## config.mk

```make
export PLATFORM = sky130hd
export DESIGN_NAME = abro_sequencer
export DESIGN_NICKNAME = d
export VERILOG_FILES = /design/src/rtl/abro_sequencer.sv
export SDC_FILE = /design/constraint.sdc
export NUM_CORES = 1
export LEC_CHECK = 0
export BUFFER_PORTS_ARGS = -buffer_cell sky130_fd_sc_hd__buf_2
export CORE_UTILIZATION = 64
export CTS_BUF_LIST = sky130_fd_sc_hd__clkbuf_4
export CTS_CLUSTER_DIAMETER = 60
export DETAILED_ROUTE_END_ITERATION = 7
export PLACE_DENSITY = 0.95
export RECOVER_POWER = 25
export SLEW_MARGIN = 10
export SYNTH_ARGS = -nofsm -noshare
export SYNTH_HDL_FRONTEND = slang
export SYNTH_SLANG_ARGS = --single-unit
```

## constraint.sdc

```tcl
create_clock -name clk -period 6.55 [get_ports clk]
set_input_delay 0.655 -clock clk [delete_from_list [all_inputs] [get_ports clk]]
set_output_delay 0.655 -clock clk [all_outputs]
set_load 0.02 [all_outputs]
```

## src/rtl/abro_sequencer.sv

```systemverilog
// Stimulus sequencer for abro_state_machine: stores {A,B} steps from a host,
// plays them one per clock and tallies the returned O.
module abro_sequencer #(
  parameter int DEPTH = 8,
  parameter int CNT_W = 8
) (
  input  logic             clk,
  input  logic             reset_n,
  input  logic             load_valid,
  input  logic [1:0]       load_data,
  output logic             load_ready,
  input  logic             start,
  input  logic             clear,
  input  logic             O_in,
  output logic             A,
  output logic             B,
  output logic             busy,
  output logic             done,
  output logic [CNT_W-1:0] o_count,
  output logic             last_o,
  output logic [3:0]       state
);

  localparam int AW = $clog2(DEPTH);
  localparam int PW = AW + 1;

  typedef enum logic [3:0] {
    S_IDLE  = 4'b0001,
    S_PLAY  = 4'b0010,
    S_DRAIN = 4'b0100,
    S_DONE  = 4'b1000
  } state_t;

  state_t           state_reg, state_next;
  logic [PW-1:0]    len_reg, len_next;
  logic [PW-1:0]    ptr_reg, ptr_next;
  logic [1:0]       ab_reg, ab_next;
  logic             carry_reg, carry_next;
  logic             samp_reg;
  logic [CNT_W-1:0] cnt_reg, cnt_next;
  logic             last_reg, last_next;
  logic             load_fire;

  logic [1:0] mem [DEPTH];

  assign load_ready = (state_reg == S_IDLE) && (len_reg < PW'(DEPTH));
  // clear and a successful start both win over a load on the same edge
  assign load_fire  = load_valid && load_ready && !clear &&
                      !(start && (len_reg != '0));

  always_ff @(posedge clk) begin
    if (load_fire) mem[len_reg[AW-1:0]] <= load_data;
  end

  always_comb begin
    state_next = state_reg;
    len_next   = len_reg;
    ptr_next   = ptr_reg;
    ab_next    = ab_reg;
    carry_next = carry_reg;
    cnt_next   = cnt_reg;
    last_next  = last_reg;

    // samp_reg marks the cycle in which the previous step's O is valid
    if (samp_reg) begin
      if (O_in && (cnt_reg != '1)) cnt_next = cnt_reg + CNT_W'(1);
      last_next = O_in;
    end

    case (state_reg)
      S_IDLE: begin
        if (clear) begin
          len_next = '0;
          cnt_next = '0;
        end else if (start && (len_reg != '0)) begin
          state_next = S_PLAY;
          ab_next    = mem[0];
          ptr_next   = PW'(1);
          carry_next = 1'b1;
          cnt_next   = '0;
        end else if (load_fire) begin
          len_next = len_reg + PW'(1);
        end
      end
      S_PLAY: begin
        if (ptr_reg == len_reg) begin
          state_next = S_DRAIN;
          ab_next    = 2'b00;
          carry_next = 1'b0;
        end else begin
          ab_next  = mem[ptr_reg[AW-1:0]];
          ptr_next = ptr_reg + PW'(1);
        end
      end
      S_DRAIN: state_next = S_DONE;
      S_DONE: begin
        if (clear) begin
          state_next = S_IDLE;
          len_next   = '0;
          cnt_next   = '0;
        end else if (start) begin
          state_next = S_PLAY;
          ab_next    = mem[0];
          ptr_next   = PW'(1);
          carry_next = 1'b1;
          cnt_next   = '0;
        end
      end
      default: state_next = S_IDLE;
    endcase
  end

  always_ff @(posedge clk or negedge reset_n) begin
    if (!reset_n) begin
      state_reg <= S_IDLE;
      len_reg   <= '0;
      ptr_reg   <= '0;
      ab_reg    <= 2'b00;
      carry_reg <= 1'b0;
      samp_reg  <= 1'b0;
      cnt_reg   <= '0;
      last_reg  <= 1'b0;
    end else begin
      state_reg <= state_next;
      len_reg   <= len_next;
      ptr_reg   <= ptr_next;
      ab_reg    <= ab_next;
      carry_reg <= carry_next;
      samp_reg  <= carry_reg;
      cnt_reg   <= cnt_next;
      last_reg  <= last_next;
    end
  end

  assign A       = ab_reg[1];
  assign B       = ab_reg[0];
  assign busy    = (state_reg == S_PLAY) || (state_reg == S_DRAIN);
  assign done    = (state_reg == S_DONE);
  assign o_count = cnt_reg;
  assign last_o  = last_reg;
  assign state   = state_reg;

endmodule

```

* Word-level counts from Yosys, hierarchy flattened
Memory sizes are Yosys's and may differ from the RTL's. Index checks and enable logic that the tools add are counted.
Word-level totals: register bits after elaboration 25, RAM bits 16, input port bits 8, output and inout port bits 18, word-level logic and storage cells 84, memories kept 1
Operators by class: add/subtract/negate cells 3, order comparisons 1, equality and inequality tests 16, mux-type cells 38, reductions and logical operators 17
Memories:
- mem | depth 8, width 2, rd ports 2, clocked after Yosys merged registers in 0, wr ports 1, line 44 | logic [1:0] mem [DEPTH];
Operators by type and width (count):
- $mux 4 | 14
- $mux 8 | 6
- $pmux 4 s4 | 1
- $pmux 8 s2 | 1
- $ne 2x2->1 const B | 6
- $pmux 4 s3 | 1
- $reduce_and 6->1 | 2
- $mux 2 | 5
- $ne 3x3->1 const B | 3
- $add 4x1->4 const B | 2
- $add 8x1->8 const B | 1
- $ne 8x8->1 const B | 1
- $pmux 4 s2 | 1
- $reduce_and 4->1 | 2
- $mux 1 | 7
- $logic_and 1x1->1 | 6
- $pmux 2 s3 | 1
- $reduce_and 5->1 | 1
- $eq 4x1->1 const B | 1
- $eq 4x2->1 const B | 1
- $eq 4x3->1 const B | 1
- $eq 4x4->1 | 1
- $eq 4x4->1 const B | 1
- $lt 4x4->1 const B | 1
- 7 further kinds | 8

* Logic depth before layout (Yosys ltp)
Gate-level depths: netlist of the first run.
depth after elaboration 9, gate-level depth with buffers 7, gate-level depth less buffers 6

* Least setup slack after synthesis of the first run
Ideal clock, no wire load.
path kind register to register, start point reg len_reg[0], end point mem mem[0][0], enable pin, library setup time 329 ps, arrival 2076 ps, data required time 6221 ps, path slack 4145 ps, cell stages (with the launch flop) 8, path buffers 1, period minus slack after synthesis 2405 ps, cells stage by stage dfrtp_1 > clkbuf_1 > inv_1 > ha_1 > or3b_2 > a2111oi_4 > nand2b_1 > nor3_1
Between the ends: cells in the longest elaborated chain, start to end 7, elaborated cells between the ends (all ways) 10, those cells by class order compare (1); mux (2); reduce/logical (7)
RTL lines:
- start: declaration | line 35 | logic [PW-1:0] len_reg, len_next;
- start signal: assignment | line 125 | len_reg <= len_next;
- $lt 4x4->1 | line 46 | assign load_ready = (state_reg == S_IDLE) && (len_reg < PW'(DEPTH));
- $logic_and 1x1->1 | line 46
- $logic_and 1x1->1 (3 in series) | line 48 | assign load_fire = load_valid && load_ready && !clear &&
- $mux 1 | line 52 | if (load_fire) mem[len_reg[AW-1:0]] <= load_data;
- $mux 1 (implied by the code) | line 52
- end: declaration | line 44
Parallel ways exist; a longest one is shown, timed or not.

* Worst setup path after layout of the first run
start point reg len_reg[0], end point mem mem[0][1], enable pin
The elaborated chain is that of the path after synthesis.

==> results of run 1 <==
-- layout make-up --
class                      count  share of cell area (%)
clock inverter                 3                  0.7808
tap                           44                   2.454
inverter                       8                   1.339
clock buffer                   5                   1.673
multi-input combinational    121                   38.98
sequential                    41                   49.36
timing repair buffer          25                   5.410
-- cells by family (layout without fill, tap and decap cells) --
kind of cell    Yosys count  count (layout)
mux                      10              10
fa+ha+maj                 4               4
flops                    41              41
xor+xnor                  8               8
buf+inv                  15              41
simple gates             67              67
compound gates           32              32
-- power breakdown --
part	leakage [nW]	switching (W)	internal, W	total, W
registers	0.465	0.0000508	0.000298	0.000349
logic	0.400	0.000112	0.0000933	0.000205
clock network	0.0310	0.0000806	0.0000405	0.000121
total	0.896	0.000243	0.000432	0.000676
-- how the worst min path moves through the flow --
stage	cells after the start	from	slack, ns	end
finish	0	carry_reg	0.37	samp_reg
global route	0	carry_reg	0.38	samp_reg
CTS	1	reset_n	0.27	o_count[3]
detailed placement	0	carry_reg	0.36	samp_reg
global placement	0	carry_reg	0.35	samp_reg
floorplan	0	carry_reg	0.35	samp_reg
-- Yosys cell counts, types with 2 or more instances --
master and count:
o311ai_0 2, nand3_1 4, nor2_1 15, ha_1 4, nand2_1 16, a221o_1 2
xnor2_1 6, mux2i_1 3, nor4b_1 2, clkbuf_1 5, mux4_2 4, nand2b_1 2
o21a_1 2, a21o_1 2, a21oi_1 6, o21ai_0 8, dfrtp_1 24, xor2_1 2
and3_1 3, nor3_1 8, nor4_1 2, edfxtp_1 16, a31oi_1 6, inv_1 8
mux2_2 3
-- stage by stage --
| step | setup slack, ns | area (µm²) | power, W | hold slack [ns] |
|---|---|---|---|---|
| after global routing | 3.733 | 2243 | 0.0007115 | 0.3816 |
| after global placement | 4.133 | 2192 | 0.0005399 | 0.3545 |
| final | 3.954 | 2243 | 0.0006755 | 0.3731 |
| after detailed placement | 4.011 | 2192 | 0.0005561 | 0.3565 |
| after floorplan | 4.145 | 2049 | 0.0005015 | 0.3478 |
| after CTS | 3.989 | 2247 | 0.0006769 | 0.2707 |
-- per-layer routing --
metal,routed length (µm),share of wire (%),vias to the layer above
met5,0,0,-
met4,103,2.5,0
met3,210,5.0,11
met2,2118,51,54
met1,1728,42,733
li1,-,-,695
==> flow_summary.toml, run 1 <==
[timing]
min_period_over_period_pct = 39.64
relSlewSlack_pct = 14.76
finalHoldViolCount = 0
slew_violations = 0
min_period_ns = 2.596
tns_ns = 0
tightest_slew_ns = 1.279
setup_viol = 0
rsz0062_at_grt = "no"
clock_skew_ns = 0.006814
fmax_ghz = 0.3852

[finish]
diodes = 0
areaGrowthSynthToFinish_pct = 9.463
post-route-util_pct = 73.48
final_cell_mix = "dfrtp_1, buf_2, nand2_1, edfxtp_1, nor2_1"
drive_above_1_share_pct = 23.65
largest_register_ff_count = 16
regArea_mm2 = 0.001107
final_nets = 214
multi_input_area_um2 = 874.6
mostFrequentLayoutCell = "dfrtp_1"
fin_cells = 247
nFillCells = 231

[floorplanning]
start_util_pct = 67.13
die_w_um = 58.59
num_rows = 20
die_area_mm2 = 0.003433
core-area_mm2 = 0.003053
ioPinCount = 26
fp.dieH_um = 58.59

[critical_path]
r2r_cells = 6
cpLargestDelayFamily = "simple AND/OR/NAND/NOR gates"
path_buf_inv = 1
critPathMaxFanout = 8
required_ns = 6.58
cp-startpoint = "len_reg[0]"
setup.worst_path.start_class = "register"
path_cells = "inv_1 -> ha_1 -> or3b_2 -> a2111oi_4 -> nand2b_1 -> nor3_1"
arrival_ns = 2.63
reg2reg_slack_ns = 3.95
reg2reg_to = "mem[0][1]"
slowest_delay_ns = 0.52
cp-end-kind = "register"
critPathCapture = "mem[0][1]"
r2r-start = "len_reg[0]"
path_class = "register to register"
cp.depth = 6
cp_slowest_cell = "or3b_2"

[yosys]
async_reset_ff_share_pct = 60.98
synth_top_flop_cell = "dfrtp_1"
syn_avg_cell_area_um2 = 11.58
yosysWarnings = 0
yosys-top-cells-area = "dfrtp_1, edfxtp_1, mux4_2, nand2_1, nor2_1"
synth_fp_nets = 189
synth_compound_area_share_pct = 11.11
yosysUniqueCellTypes = 47
synthMuxAreaShare_pct = 7.509
post-synth-top-area-cell = "dfrtp_1"
ys_seq_elements = 41
yosysTopAreaCellShare_pct = 29.30
synth_fa_ha_area_share_pct = 2.442
synthCells = 177
yosysSeqAreaShare_pct = 54.03
synth_top_family_by_area = "simple AND/OR/NAND/NOR gates"
netlist_area_mm2 = 0.002049
synth_edf_count = 16
synth_xor_area_share_pct = 3.419
synth-simple-area-share_pct = 18.19

[clock_network]
clock_sinks = 41
cts_buffers = 5
tritoncts = "done"
cts_resized = 0
insertion_delay_ns = 0.35
clk_pin_slew_worst_paths_ns = 0.12
clockBufferDepth = 2
post_cts_buffers = 0
root_buffer = "clkbuf_4"
cts-hold-fix-buffers = 0
ctsHtreeMaxLevel = 2

[drt]
postRouteAntennaNets = 0
routed_wl_um = 4161
drt_iter0_drc = 86
drc = 0
drtPass1Iterations = 5
route.vias.total = 1493
vias_per_cell = 6.045
wl_per_cell_um = 16.85

[grt]
antenna_found_initial = 0
gr-usage-all-layers_pct = 27.36
grt_max_degree = 26
grt_pass1_wl_um = 6637
grt_pass1_vias = 1397
use_met2_pct = 43.19
grt.met1_usage_pct = 34.90
use_met3_pct = 7.033
grt_overflow = 0
grt_busiest_layer = "met2"

[placed_design]
dpl.cell_count = 239
io_buffer_count = 25
dpl.hpwl_um = 3095
gp_congestion = 0.8500

[power_and_ir_drop]
worst_ir_drop_vdd_mv = 0.1928
powerDensity_mw_per_mm2 = 301.1
power_leakage_nw = 0.8956

[flow_run]
max_cap_violations = 0

[run_status]
status = "completed"

[hold_path]
hold_class = "register to register"
Note: power is estimated with default switching activity, not from simulation.
==> run 2, diff against run 1 <==
- CORE_UTILIZATION: 64 -> 59
- PLACE_DENSITY: 0.95 -> 0.89
- clock period: 6.55 -> 2.6 ns (I/O delays scaled with it)
==> flow_summary.toml, run 2 (synthesized netlist as in run 1, its figures left out) <==
[grt]
grt_pass1_vias = 1317
grt_busiest_layer = "met2"
gr-usage-all-layers_pct = 24.16
grt.met1_usage_pct = 33.24
grt_overflow = 0
use_met3_pct = 6.183
grt_pass1_wl_um = 6272
antenna_found_initial = 0
grt_max_degree = 26
use_met2_pct = 38.15

[floorplanning]
core-area_mm2 = 0.003337
ioPinCount = 26
die_area_mm2 = 0.003713
fp.dieH_um = 60.94
num_rows = 21
die_w_um = 60.94
start_util_pct = 61.42

[clock_network]
tritoncts = "done"
clk_pin_slew_worst_paths_ns = 0.12
insertion_delay_ns = 0.35
cts_buffers = 5
cts_resized = 0
clock_sinks = 41
root_buffer = "clkbuf_4"
clockBufferDepth = 2
ctsHtreeMaxLevel = 2

[critical_path]
path_buf_inv = 1
reg2reg_to = "mem[0][0]"
cp-end-kind = "register"
cpLargestDelayFamily = "simple AND/OR/NAND/NOR gates"
r2r-start = "len_reg[0]"
path_cells = "inv_1 -> ha_1 -> or3b_2 -> a2111oi_4 -> nand2b_1 -> nor3_1"
setup.worst_path.start_class = "register"
r2r_cells = 6
arrival_ns = 2.45
path_class = "register to register"
reg2reg_slack_ns = 0.19
cp_slowest_cell = "or3b_2"
critPathMaxFanout = 6
required_ns = 2.64
slowest_delay_ns = 0.52

[finish]
areaGrowthSynthToFinish_pct = 13.86
post-route-util_pct = 69.93
final_nets = 219
drive_above_1_share_pct = 25.00
final_cell_mix = "dfrtp_1, buf_2, nand2_1, edfxtp_1, nor2_1"
largest_register_ff_count = 16
mostFrequentLayoutCell = "dfrtp_1"
diodes = 0

[timing]
slew_violations = 0
min_period_ns = 2.413
tightest_slew_ns = 1.297
rsz0062_at_grt = "no"
clock_skew_ns = 0.006415
min_period_over_period_pct = 92.80
finalHoldViolCount = 0
relSlewSlack_pct = 13.55
fmax_ghz = 0.4145
fin_ws_ns = 0.1872
setup_viol = 0
tns_ns = 0

[hold_path]
min_to = "last_o"
hold_class = "primary input to register"
hold_path.startpoint = "O_in"
worstHoldPathCells = 3

[power_and_ir_drop]
pwr-share-seq_pct = 45.0
power.net_switching_w = 0.0006142
power_leakage_nw = 0.9447
power_frac_comb_pct = 28.4
powerDensity_mw_per_mm2 = 821.2
p_int_w = 0.001302
worst_ir_drop_vdd_mv = 0.4076
switching_share_pct = 32.05
clockPowerShare_pct = 26.6

[drt]
drtPass1Iterations = 4
drt_iter0_drc = 97
vias_per_cell = 5.886
wl_per_cell_um = 15.37
routed_wl_um = 3904
route.vias.total = 1495
postRouteAntennaNets = 0
drc = 0

[placed_design]
dp_slack_ns = 0.2082
io_buffer_count = 25
gp_congestion = 0.9111
dpl.hpwl_um = 2842

[flow_run]
max_cap_violations = 0

[run_status]
status = "completed"
[run 2: changes by cell type in the layout (fill, tap and decap cells not counted), sizes merged]
cell,change
buf,+4
bufinv,+2
clkinv,-1
clkinvlp,-1
dlygate4sd3,+1
[run 2: routing by layer]
layer	share of wire [%]	up-vias
met2	48	49
li1	-	713
met4	0.92	0
met5	0	-
met3	5.0	6
met1	46	727
[run 2: worst min-delay path: stages]
cell	delay (ns)
buf_2	0.11
nand2_1	0.10
o21ai_0	0.09
[run 2: final cells by class]
cell class                 instances  area, µm²
sequential                        41       1107
fill                             253       1003
multi-input combinational        121      874.6
timing repair buffer              30      161.4
clock inverter                     3      65.06
tap                               46      57.56
clock buffer                       5      37.54
inverter                           8      30.03
[run 2: what timing repair did]
action / 4_1_cts / 5_1_grt
hold buffers: 1 / 0
buffers inserted: 0 / 0
hold endpoints to repair: 24 / 0
[run 2: power by group through the flow]
stage	Sequential, W	Clock (W)	Combinational, W
final	0.000863	0.000509	0.000544
after global routing	0.000880	0.000542	0.000601
after CTS	0.000860	0.000519	0.000544
after detailed placement	0.000873	0	0.000540
after global placement	0.000866	0	0.000524
after floorplan	0.000860	0	0.000404
[run 2: how the worst max path moves through the flow]
stage	startpoint	end	slack [ns]	depth (start not counted)
final	len_reg[0]	mem[0][0]	0.19	6
after global routing	len_reg[1]	mem[0][1]	0.03	6
after CTS	len_reg[0]	mem[0][0]	0.19	6
after detailed placement	len_reg[0]	mem[0][0]	0.21	6
after global placement	len_reg[0]	mem[0][0]	0.30	6
after floorplan	len_reg[0]	mem[0][0]	0.20	7
[run 2: stage by stage]
stage	total power, W	instances	instance area, µm²	hold WS (ns)
floorplan	0.001263	177	2049	-0.03559
CTS	0.001923	254	2337	0.1760
finish	0.001916	254	2333	0.2266
detailed placement	0.001413	245	2225	0.2750
global placement	0.001391	245	2225	0.2675
global route	0.002023	254	2333	0.2194
